File: src/rtl/uart_rx_if.sv
// Byte delivery channel of the UART receiver.
//   data_out  : received byte
//   valid_out : byte pending; held until accepted
//   ready_in  : consumer accepts on valid_out && ready_in
//   parity_ok : parity check result for data_out
//   frame_err : a stop bit of data_out was sampled low
//   overrun   : a frame was dropped because a byte was still pending
// The receiver uses the master modport; the byte consumer uses slave.
interface uart_rx_if;
  logic [7:0] data_out;
  logic       valid_out;
  logic       ready_in;
  logic       parity_ok;
  logic       frame_err;
  logic       overrun;

  modport master (
    output data_out,
    output valid_out,
    output parity_ok,
    output frame_err,
    output overrun,
    input  ready_in
  );

  modport slave (
    input  data_out,
    input  valid_out,
    input  parity_ok,
    input  frame_err,
    input  overrun,
    output ready_in
  );
endinterface

File: src/rtl/uart_rx.sv
// UART receiver: start bit 0, 8 data bits LSB first, one parity bit, 1 or 2 stop bits.
// Bits are sampled mid-period; bit period is baud_divisor+1 clocks.
// Ports:
//   clk          : system clock, rising edge
//   reset        : asynchronous active-low reset
//   rx_en        : receiver enable; low aborts any frame in progress
//   rx           : serial input, idle high, asynchronous to clk
//   parity_sel   : 0 = even, 1 = odd parity
//   stop_sel     : 0 = one stop bit, 1 = two stop bits
//   baud_divisor : bit period minus one (legal 3..4095)
//   busy         : receiver is inside a frame
//   out_if       : received byte with status, valid/ready handshake
module uart_rx (
  input  logic        clk,
  input  logic        reset,
  input  logic        rx_en,
  input  logic        rx,
  input  logic        parity_sel,
  input  logic        stop_sel,
  input  logic [11:0] baud_divisor,
  output logic        busy,
  uart_rx_if.master   out_if
);

  typedef enum logic [2:0] {
    StIdle,
    StStart,
    StData,
    StParity,
    StStop1,
    StStop2
  } state_e;

  state_e      state_q, state_d;
  logic        rx_meta_q, rxs_q;
  logic [11:0] cnt_q, cnt_d;
  logic [11:0] div_q, div_d;
  logic        psel_q, psel_d;
  logic        ssel_q, ssel_d;
  logic [2:0]  idx_q, idx_d;
  logic [7:0]  shift_q, shift_d;
  logic        pok_q, pok_d;
  logic        stop_bad_q, stop_bad_d;

  logic [7:0]  data_q, data_d;
  logic        valid_q, valid_d;
  logic        parity_ok_q, parity_ok_d;
  logic        frame_err_q, frame_err_d;
  logic        overrun_q, overrun_d;

  logic        bit_end;
  logic        complete;
  logic        frame_ferr;
  logic        accept;

  // Two-flop synchronizer; idles high so reset does not look like a start bit.
  always_ff @(posedge clk or negedge reset) begin
    if (!reset) begin
      rx_meta_q <= 1'b1;
      rxs_q     <= 1'b1;
    end else begin
      rx_meta_q <= rx;
      rxs_q     <= rx_meta_q;
    end
  end

  assign bit_end = (cnt_q == div_q);

  always_comb begin
    state_d    = state_q;
    cnt_d      = cnt_q + 12'd1;
    div_d      = div_q;
    psel_d     = psel_q;
    ssel_d     = ssel_q;
    idx_d      = idx_q;
    shift_d    = shift_q;
    pok_d      = pok_q;
    stop_bad_d = stop_bad_q;
    complete   = 1'b0;
    frame_ferr = 1'b0;

    unique case (state_q)
      StIdle: begin
        cnt_d = 12'd0;
        if (!rxs_q) begin
          state_d = StStart;
          // Frame configuration is frozen for the whole frame.
          div_d   = baud_divisor;
          psel_d  = parity_sel;
          ssel_d  = stop_sel;
        end
      end
      StStart: begin
        if (cnt_q == (div_q >> 1)) begin
          if (rxs_q) begin
            state_d = StIdle;
          end else begin
            state_d = StData;
            cnt_d   = 12'd0;
            idx_d   = 3'd0;
          end
        end
      end
      StData: begin
        if (bit_end) begin
          cnt_d   = 12'd0;
          shift_d = {rxs_q, shift_q[7:1]};
          idx_d   = idx_q + 3'd1;
          if (idx_q == 3'd7) begin
            state_d = StParity;
          end
        end
      end
      StParity: begin
        if (bit_end) begin
          cnt_d      = 12'd0;
          pok_d      = ((^shift_q) ^ rxs_q) == psel_q;
          stop_bad_d = 1'b0;
          state_d    = StStop1;
        end
      end
      StStop1: begin
        if (bit_end) begin
          cnt_d      = 12'd0;
          stop_bad_d = ~rxs_q;
          if (ssel_q) begin
            state_d = StStop2;
          end else begin
            state_d    = StIdle;
            complete   = 1'b1;
            frame_ferr = ~rxs_q;
          end
        end
      end
      StStop2: begin
        if (bit_end) begin
          cnt_d      = 12'd0;
          state_d    = StIdle;
          complete   = 1'b1;
          frame_ferr = stop_bad_q | ~rxs_q;
        end
      end
      default: begin
        state_d = StIdle;
      end
    endcase

    // Disable wins over everything and discards the partial frame.
    if (!rx_en) begin
      state_d  = StIdle;
      complete = 1'b0;
    end
  end

  assign accept = valid_q & out_if.ready_in;

  always_comb begin
    data_d      = data_q;
    valid_d     = valid_q;
    parity_ok_d = parity_ok_q;
    frame_err_d = frame_err_q;
    overrun_d   = overrun_q;

    if (accept) begin
      valid_d   = 1'b0;
      overrun_d = 1'b0;
    end

    // An accept on the completion edge frees the slot for the new byte.
    if (complete) begin
      if (!valid_q || accept) begin
        data_d      = shift_q;
        parity_ok_d = pok_q;
        frame_err_d = frame_ferr;
        valid_d     = 1'b1;
      end else begin
        overrun_d = 1'b1;
      end
    end
  end

  always_ff @(posedge clk or negedge reset) begin
    if (!reset) begin
      state_q     <= StIdle;
      cnt_q       <= 12'd0;
      div_q       <= 12'd0;
      psel_q      <= 1'b0;
      ssel_q      <= 1'b0;
      idx_q       <= 3'd0;
      shift_q     <= 8'h00;
      pok_q       <= 1'b0;
      stop_bad_q  <= 1'b0;
      data_q      <= 8'h00;
      valid_q     <= 1'b0;
      parity_ok_q <= 1'b0;
      frame_err_q <= 1'b0;
      overrun_q   <= 1'b0;
    end else begin
      state_q     <= state_d;
      cnt_q       <= cnt_d;
      div_q       <= div_d;
      psel_q      <= psel_d;
      ssel_q      <= ssel_d;
      idx_q       <= idx_d;
      shift_q     <= shift_d;
      pok_q       <= pok_d;
      stop_bad_q  <= stop_bad_d;
      data_q      <= data_d;
      valid_q     <= valid_d;
      parity_ok_q <= parity_ok_d;
      frame_err_q <= frame_err_d;
      overrun_q   <= overrun_d;
    end
  end

  assign busy             = (state_q != StIdle);
  assign out_if.data_out  = data_q;
  assign out_if.valid_out = valid_q;
  assign out_if.parity_ok = parity_ok_q;
  assign out_if.frame_err = frame_err_q;
  assign out_if.overrun   = overrun_q;

endmodule
File: src/flat_wrapper.sv
// flat-port wrapper written by rule: the top's interface ports become plain ports
module uart_rx_flat 
  (clk, reset, rx_en, rx, parity_sel, stop_sel, baud_divisor, busy, out_if_data_out, out_if_valid_out, out_if_parity_ok, out_if_frame_err, out_if_overrun, out_if_ready_in);
  uart_rx_if out_if_i ();
  input  logic clk;
  input  logic reset;
  input  logic rx_en;
  input  logic rx;
  input  logic parity_sel;
  input  logic stop_sel;
  input  logic [11:0] baud_divisor;
  output logic busy;
  output wire logic [$bits(out_if_i.data_out)-1:0] out_if_data_out;
  output wire logic [$bits(out_if_i.valid_out)-1:0] out_if_valid_out;
  output wire logic [$bits(out_if_i.parity_ok)-1:0] out_if_parity_ok;
  output wire logic [$bits(out_if_i.frame_err)-1:0] out_if_frame_err;
  output wire logic [$bits(out_if_i.overrun)-1:0] out_if_overrun;
  input wire logic [$bits(out_if_i.ready_in)-1:0] out_if_ready_in;
  assign out_if_data_out = out_if_i.data_out;
  assign out_if_valid_out = out_if_i.valid_out;
  assign out_if_parity_ok = out_if_i.parity_ok;
  assign out_if_frame_err = out_if_i.frame_err;
  assign out_if_overrun = out_if_i.overrun;
  assign out_if_i.ready_in = out_if_ready_in;
  uart_rx u_core (.clk(clk), .reset(reset), .rx_en(rx_en), .rx(rx), .parity_sel(parity_sel), .stop_sel(stop_sel), .baud_divisor(baud_divisor), .busy(busy), .out_if(out_if_i));
endmodule
File: config.mk
export PLATFORM = sky130hd
export DESIGN_NAME = uart_rx_flat
export DESIGN_NICKNAME = d
export VERILOG_FILES = /design/src/rtl/uart_rx_if.sv /design/src/rtl/uart_rx.sv /design/src/flat_wrapper.sv
export SDC_FILE = /design/constraint.sdc
export NUM_CORES = 1
export LEC_CHECK = 0
export CAP_MARGIN = 10
export CELL_PAD_IN_SITES_DETAIL_PLACEMENT = 0
export CELL_PAD_IN_SITES_GLOBAL_PLACEMENT = 1
export CORE_MARGIN = 3
export CORE_UTILIZATION = 38
export DETAILED_ROUTE_END_ITERATION = 8
export PLACE_DENSITY_LB_ADDON = 0.1
export SLEW_MARGIN = 15
export SYNTH_ARGS = -nofsm -noshare
export SYNTH_HDL_FRONTEND = slang
export SYNTH_SLANG_ARGS = --single-unit
File: constraint.sdc
create_clock -name clk -period 2.6 [get_ports clk]
set_clock_uncertainty 0.1 [all_clocks]
set_input_delay 0.26 -clock clk [delete_from_list [all_inputs] [get_ports clk]]
set_output_delay 0.26 -clock clk [all_outputs]
set_load 0.05 [all_outputs]
# Word-level counts from Yosys, hierarchy flattened
# Index checks and enable logic that the tools add are counted.
# word_totals
register_bits,56
in_bits,19
out_inout_bits,13
elab_cells,95
# op_classes
addsub,2
n_eq_ne,21
muxes,37
n_bitwise,4
reduce_logical,15
# op_table
cell,count
two-way mux 12 bit,3
two-way mux 3 bit,12
case mux 12 bit (3 select lines),1
"!= test 3 x 2 -> 1 bit, second input constant",6
case mux 3 bit (6 select lines),1
two-way mux 1 bit,15
"adder 12 x 1 -> 12 bit, second input constant",1
equality test 12 x 11 -> 1 bit,1
equality test 12 bit,1
"equality test 3 bit, second input constant",3
"!= test 2 x 1 -> 1 bit, second input constant",4
AND reduction 2 bit,4
parity 8 bit,1
AND reduction 7 bit,1
"equality test 3 x 2 -> 1 bit, second input constant",2
case mux 1 bit (2 select lines),3
case mux 3 bit (2 select lines),1
AND reduction 4 bit,1
nonzero test 2 bit,2
OR reduction 4 bit,1
"adder 3 x 1 -> 3 bit, second input constant",1
"equality test 3 x 1 -> 1 bit, second input constant",1
zero test 3 bit,1
"!= test 3 bit, second input constant",1
11 further kinds,11

# Longest topological paths before layout
# Gate-level depths: netlist of the first run.
# depth
depth_word,5
mapped_depth,7
depth_no_buf,7

# Worst setup path before layout of the first run
# Ideal clock, no wire load.
# synth_timing
path_type,register to register
from,reg u_core.cnt_q[0]
to,"reg u_core.data_q[0], in the netlist u_core.out_if.data_out[0]"
setup_ps,125
arrival_ps,2076
path_slack_ps,299
path_stages_with_launch,7
cell_sequence,dfrtp_1 clkbuf_2 xor2_1 nor4_2 nand4_2 nor3_4 mux2_2
# synth_between
elab_chain_len,5
word_cells_on_any_way,6
cone_classes,eq/ne: 1; mux: 4; reduce/logical: 1
# synth_rtl
item,line_no,rtl
"start, declared",uart_rx.sv:36,"logic [11:0] cnt_q, cnt_d;"
"start signal, assigned",uart_rx.sv:200,cnt_q <= cnt_d;
equality test 12 bit *,uart_rx.sv:67,assign bit_end = (cnt_q == div_q);
"two-way mux 1 bit, on equally long branches","uart_rx.sv:136, uart_rx.sv:123",
case mux 1 bit (2 select lines) *,uart_rx.sv:82,unique case (state_q)
two-way mux 1 bit *,uart_rx.sv:149,if (!rx_en) begin
AND reduction 2 bit (no source line) *,--,
"end signal, assigned",uart_rx.sv:208,data_q <= data_d;
"end, declared",uart_rx.sv:45,"logic [7:0] data_q, data_d;"
# Every way passes the cells marked *; elsewhere a longest branch is shown, timed or not.
# A chain may end at the register's enable or synchronous reset.

# Final worst setup path of the first run
# layout_timing
from,reg u_core.state_q[2]
to,out busy
# layout_between
elab_chain_len,1
# layout_rtl
item,line_no,rtl
"start, declared",uart_rx.sv:34,"state_e state_q, state_d;"
"start signal, assigned",uart_rx.sv:184,state_q <= StIdle;
"start signal, assigned",uart_rx.sv:199,state_q <= state_d;
nonzero test 3 bit,uart_rx.sv:216,assign busy = (state_q != StIdle);
"end, declared",flat_wrapper.sv:12,output logic busy;
# Every way passes these cells.

==> results of run 1 <==
## state kept, by name, indices dropped and copies added, names as in the netlist, 3 cells and up
| register | flops |
|---|---|
| u_core.cnt_q | 12 |
| u_core.div_q | 12 |
| u_core.idx_q | 3 |
| u_core.out_if.data_out | 8 |
| u_core.shift_q | 8 |
| u_core.state_q | 3 |
## cell usage in the layout (no fill, tap or decap), types with 2 or more instances in the layout
cell type and instances:
clkbuf_8 5, mux2_2 31, o21ai_0 8, nand4_1 5
inv_1 7, dfrtp_1 54, nand3_1 5, nand2b_1 2
nor4_1 4, mux2i_1 4, xnor2_1 12, nor4_2 3
nor2_1 19, buf_4 9, a21oi_1 3, nor3_1 4
o22ai_1 2, nor2b_1 2, and3_2 2, dfstp_2 2
nand2_1 17, xor2_1 30, clkdlybuf4s50_1 30, ha_1 3
and3_1 2
## worst max-delay path: stages (launching register included)
cell and delay, ns:
dfrtp_1 0.52, or3_1 0.43, clkdlybuf4s50_1 0.71
## final cells by class
class / count / area, um2 / share of cell area, %
Sequential cell: 56 / 1400 / 42.0
Clock buffer: 5 / 68.8 / 2.06
Timing Repair Buffer: 42 / 403 / 12.1
Clock inverter: 3 / 21.3 / 0.637
Tap cell: 96 / 120 / 3.60
Multi-Input combinational cell: 170 / 1300 / 38.8
Inverter: 7 / 26.3 / 0.787
## per-layer routing
metal	part of all wire, %	track usage (%)
met1	54	21.4
met2	42	20.3
met3	3.8	3.45
met4	0.75	3.84
met5	0	0
## stage by stage
stage / hold slack [ns] / cells / total power [mW] / setup slack, ns
after floorplan: -0.136 / 245 / 1.67 / 0.299
after global placement: 0.157 / 370 / 1.93 / 0.263
after detailed placement: 0.159 / 370 / 1.94 / 0.249
after CTS: 0.260 / 379 / 2.44 / 0.221
after global routing: 0.248 / 379 / 2.57 / 0.119
final: 0.261 / 379 / 2.41 / 0.265
## cell families (layout without fill, tap and decap cells)
kind of cell	after synthesis	in the layout	synth area share [%]
compound gates	20	20	4.43
xor+xnor	42	42	13.2
fa+ha+maj	3	3	1.34
buf+inv	19	57	3.36
flops	56	56	50.2
mux	35	35	13.9
simple gates	70	70	13.5
## final timing paths
kind                                   start                   endpoint  slack [ns]  depth (start not counted)
max                        u_core.state_q[2]                       busy        0.27                          2
min                         u_core.rx_meta_q               u_core.rxs_q        0.26                          0
max reg2reg                  u_core.cnt_q[0]  u_core.out_if.data_out[4]        0.29                          5
min reg2reg                 u_core.rx_meta_q               u_core.rxs_q        0.26                          0
max in group asynchronous              reset           u_core.rx_meta_q        1.34                          3
min in group asynchronous              reset          u_core.shift_q[1]        0.33                          2
## Yosys cell counts, types with 4 or more instances
library cell	n	area share, %
clkbuf_1	6	0.81
dfrtp_1	54	48
inv_1	7	0.94
mux2_2	31	12
mux2i_1	4	1.4
nand2_1	17	2.3
nand3_1	5	0.90
nand4_1	5	1.1
nor2_1	19	2.6
nor3_1	4	0.72
nor4_1	4	0.90
o21ai_0	8	1.4
xnor2_1	12	3.8
xor2_1	30	9.4
## repair_timing
action,in CTS,in global routing
hold buffers,1,0
endpoints found under the setup margin,0,0
hold endpoints to repair,16,0
## power by group through the flow
stage	combinational, mW	clock, mW	sequential (mW)
6_report	0.742	0.496	1.18
5_1_grt	0.817	0.548	1.20
4_1_cts	0.749	0.513	1.18
3_5_place_dp	0.745	0	1.19
3_3_place_gp	0.741	0	1.19
2_1_floorplan	0.552	0	1.12
==> summary.md, run 1 <==
| Metric | Value |
|---|---|
| Crit start category | `flip-flop` |
| Dpl cell area | `3240 um2` |
| RSZ-0062 raised after global routing | `false` |
| Clock buffer depth | `2` |
| Worst Path Required | `~2.2 ns` |
| Initial antenna violation count | `0` |
| Die width | `91.7 um` |
| Worst-path clk slew | `0.10 ns` |
| H-Tree Depth | `2` |
| Endpoint class of the critical path | `primary output` |
| Pleak | `1.49 nW` |
| Main synth FF type | `dfrtp_1` |
| Via density | `~4.9` |
| CTS buffer count | `5` |
| CTS tree | `done` |
| Port Buf Inserts | `31` |
| Die ar. | `roughly 8400 um2` |
| Buffer count from post-CTS setup fixing | `0` |
| Final Util | `between 40 and 50%` |
| Setup TNS | `0 ns` |
| Routability congestion estimate | `about 0.81` |
| First-pass GRT wire length | `around 9500 um` |
| Net Count, Synth | `267` |
| Max VDD drop | `0.388 mV` |
| Starting DRT DRC Count | `43` |
| Final layout net count | `304` |
| Status | `finished clean` |
| Post-route cell area | `~3300 um2` |
| Post-synth cell types | `39` |
| Resized cells post-CTS | `0` |
| Die Y | `91.7 um` |
| Share of power burned in registers | `48.7%` |
| Post-synthesis cell count | `roughly 250` |
| Yosys reg bits | `56` |
| Sw frac | `35.5%` |
| Critical Setup Path Class | `flip-flop to primary output` |
| Syn-to-layout area delta | `19.5%` |
| Worst Path Arrival | `1.97 ns` |
| Post-synthesis cell area | `2790 um2` |
| DP HPWL | `4180 um` |
| Max FO, Critical Path | `12` |
| CTS sink count | `56` |
| FILL cells | `approximately 660` |
| Fmax | `around 430 MHz` |
| Max Cap Violations | `0` |
| Post-DRT Antenna Nets | `0` |
| Number of synthesized flops with an enable pin | `0` |
| Number of global-route vias before repair | `approximately 1900` |
| Setup violators final | `0` |
| Clock Power Share | `20.5%` |
| Min-Delay Path Class | `flip-flop to flip-flop` |
| Logic pwr share | `30.7%` |
| Largest net degree at the start of global routing | `24` |
| Avg WL per Cell | `15.1 um` |
| Via count | `1861` |
| Average size of a mapped cell | `~11 um2` |
| Crit share post-route | `approximately 90%` |
| Fin. Hold Viols | `0` |
| Diodes inserted | `0` |
| Slew headroom | `a little over three fifths` |
| Pwr per Cell Area | `just over 700 nW/um2` |
| Fin crit period | `2.33 ns` |
| Post-Route WL | `5740 um` |
| FFs w/ async S/R, synth | `between 90% and 100%` |
| Std cell rows | `30` |
| Placeable Area | `6940 um2` |
| Pins over their slew limit | `0` |
| I/O pin count | `32` |
| Drt pass-1 iters | `4` |
| Post-synthesis sequential area ratio | `50.2%` |
| GRT Residual Overflow | `0` |
| Slew @ Worst Pin | `0.546 ns` |
| Int Power | `1.56 mW` |
| GRT Total Usage | `14.2%` |
| Net switching power | `857 uW` |
| Initial Util | `40.2%` |
| Fraction of layout cells with a size suffix above 1 | `20.8%` |
| CTS root buffer | `clkbuf_8` |
| Skew-Pair Late Insertion Delay | `0.31 ns` |
| DRC | `0` |
| Yosys warnings | `0` |
No activity file was read; power rests on OpenSTA's default activity.
==> run 2, diff against run 1 <==
- CORE_MARGIN: 3 -> default
==> run 2 against run 1 <==
- sequential share of layout area hardly changed
- final area barely moved
- via count down 0.43%
- clock power up 1%
- flip-flop and latch count stayed put
- cell count up 0.26%
- global-route usage rose by 1.9 points
- sequential power about the same
- worst setup slack got worse by 0.010 ns
- die area fell by 8.5%
- largest cell class unchanged
- highest routed layer unchanged
==> summary.md, run 2 (same netlist as run 1, synthesis figures left out) <==
| Metric | Value |
|---|---|
| Crit share post-route | `90.2% (+0.40 points)` |
| Min-Delay Path Class | `input pin to flip-flop` |
| Max Cap Violations | `0 (unchanged)` |
| Crit start category | `flip-flop` |
| Worst-path clk slew | `0.10 ns (about the same)` |
| Dpl ws | `0.284 ns (+0.0346 ns)` |
| GRT Total Usage | `16.1% (+1.9 points)` |
| Via density | `4.88 (-0.69%)` |
| Post-route cell area | `3340 um2 (about the same)` |
| Max VDD drop | `0.304 mV (-22%)` |
| Met3 wire length | `190 um (-14%)` |
| Slew headroom | `49.5% (-14 points)` |
| Post-Route WL | `5480 um (-4.6%)` |
| Setup TNS | `0 ns (unchanged)` |
| Final layout net count | `305 (+0.33%)` |
| Diodes inserted | `0 (unchanged)` |
| DRC | `0 (unchanged)` |
| Worst Path Arrival | `1.98 ns (about the same)` |
| Dpl cell area | `3230 um2 (-0.15%)` |
| Routability congestion estimate | `0.737 (-8.6%)` |
| Initial Util | `40.2% (unchanged)` |
| FF/Latch Area | `1400 um2 (unchanged)` |
| Leading registers by flop count | `u_core.cnt_q x12, u_core.div_q x12` |
| Final WS setup | `0.255 ns (-0.0104 ns)` |
| Critical Setup Path Class | `flip-flop to primary output` |
| Placeable Area | `6940 um2 (unchanged)` |
| Syn-to-layout area delta | `19.6% (about the same)` |
| CTS sink count | `56 (unchanged)` |
| Clock buffer depth | `2 (unchanged)` |
| Number of global-route vias before repair | `1852 (-1.1%)` |
| Fraction of layout cells with a size suffix above 1 | `21.1% (+0.28 points)` |
| Via count | `1853 (-0.43%)` |
| Commonest non-fill, non-tap cell in the layout | `dfrtp_1` |
| Status | `finished clean` |
| Starting DRT DRC Count | `56 (+30%)` |
| First-pass GRT wire length | `9510 um (+0.15%)` |
| Std cell rows | `30 (unchanged)` |
| M1 WL | `2900 um (-5.7%)` |
| DP HPWL | `4040 um (-3.4%)` |
| FILL cells | `640 (-2.7%)` |
| Die ar. | `7700 um2 (-8.5%)` |
| I/O pin count | `32 (unchanged)` |
| Most frequent cells in the layout | `dfrtp_1 (54), mux2_2 (31), xor2_1 (30), clkdlybuf4s50_1 (30), nor2_1 (19)` |
| Post-DRT Antenna Nets | `0 (unchanged)` |
| DR top layer | `met4` |
| GRT Residual Overflow | `0 (unchanged)` |
| Pleak | `1.49 nW (+0.17%)` |
| Max FO, Critical Path | `12 (unchanged)` |
| Worst Path Required | `2.24 ns (about the same)` |
| Endpoint class of the critical path | `primary output` |
| Drt pass-1 iters | `4 (unchanged)` |
| Skew-Pair Late Insertion Delay | `0.31 ns (about the same)` |
| Total power | `2.39 mW (-1.0%)` |
| Largest net degree at the start of global routing | `33 (+38%)` |
| H-Tree Depth | `2 (unchanged)` |
| Fin. Hold Viols | `0 (unchanged)` |
| Die Y | `87.7 um (-4.4%)` |
| Footprint of the multi-input gates | `1300 um2 (unchanged)` |
| Pwr per Cell Area | `715 nW/um2 (-1.1%)` |
| Avg WL per Cell | `14.4 um (-4.8%)` |
| Pins over their slew limit | `0 (unchanged)` |
| DR WL met2 | `2350 um (-2.2%)` |
| Port Buf Inserts | `31 (unchanged)` |
| Initial antenna violation count | `0 (unchanged)` |
| CTS root buffer | `clkbuf_8` |
| Slew @ Worst Pin | `0.758 ns (+0.212 ns)` |
| Die width | `87.7 um (-4.4%)` |
| Buffer count from post-CTS setup fixing | `0 (unchanged)` |
| CTS buffer count | `5 (unchanged)` |
| RSZ-0062 raised after global routing | `false` |
| CTS tree | `done` |
| Fmax | `426 MHz (-0.44%)` |
| Fin crit period | `2.34 ns (+0.0104 ns)` |
| Setup violators final | `0 (unchanged)` |
-- run 2: cell types whose count changed in the layout (fill, tap and decap cells not counted), sizes merged --
cell | before | now
buf | 11 | 12
-- run 2: power breakdown --
part | switching [mW] | total (mW) | internal [mW]
registers | 0.157 | 1.16 | 1.00
clock network | 0.303 | 0.501 | 0.199
logic | 0.375 | 0.729 | 0.354
total | 0.835 | 2.39 | 1.55
-- run 2: routing by layer --
metal | global-route usage, % | up-vias
met5 | 0 | -
met4 | 4.02 | 0
met3 | 3.11 | 4
met2 | 23.8 | 34
met1 | 24.1 | 900
li1 | - | 915
-- run 2: stage by stage --
step / utilization (%) / hold WS (ns) / std cells
4_1_cts: 48.1 / 0.230 / 380
3_3_place_gp: 46.6 / 0.248 / 371
3_5_place_dp: 46.6 / 0.248 / 371
2_1_floorplan: - / -0.136 / 245
5_1_grt: 48.1 / 0.257 / 380
6_report: 48.1 / 0.243 / 380
-- run 2: area by class of cell --
type,instances,share of cell area (%)
Multi-Input combinational cell,170,38.8
Timing Repair Buffer,43,11.9
Tap cell,96,3.60
Sequential cell,56,42.0
Clock inverter,3,0.824
Inverter,7,0.787
Clock buffer,5,2.06
-- run 2: path summary, 6_finish.rpt --
path | from | endpoint | slack (ns) | cells past startpoint
min in group asynchronous | reset | u_core.cnt_q[8] | 0.45 | 2
setup / recovery | u_core.state_q[2] | busy | 0.26 | 2
setup reg to reg | u_core.cnt_q[3] | u_core.out_if.frame_err | 0.27 | 6
hold reg to reg | u_core.rx_meta_q | u_core.rxs_q | 0.26 | 0
max in group asynchronous | reset | u_core.cnt_q[10] | 1.29 | 3
hold / removal | rx | u_core.rx_meta_q | 0.24 | 1
-- run 2: critical path, stage by stage (launching register included) --
cell             delay [ns]
dfrtp_1                0.52
or3_1                  0.44
clkdlybuf4s50_1        0.71
-- run 2: what timing repair did --
item / 4_1_cts / 5_1_grt
gates resized for setup: 0 / 0
hold buffers: 1 / 0
hold endpoints to repair: 28 / 0
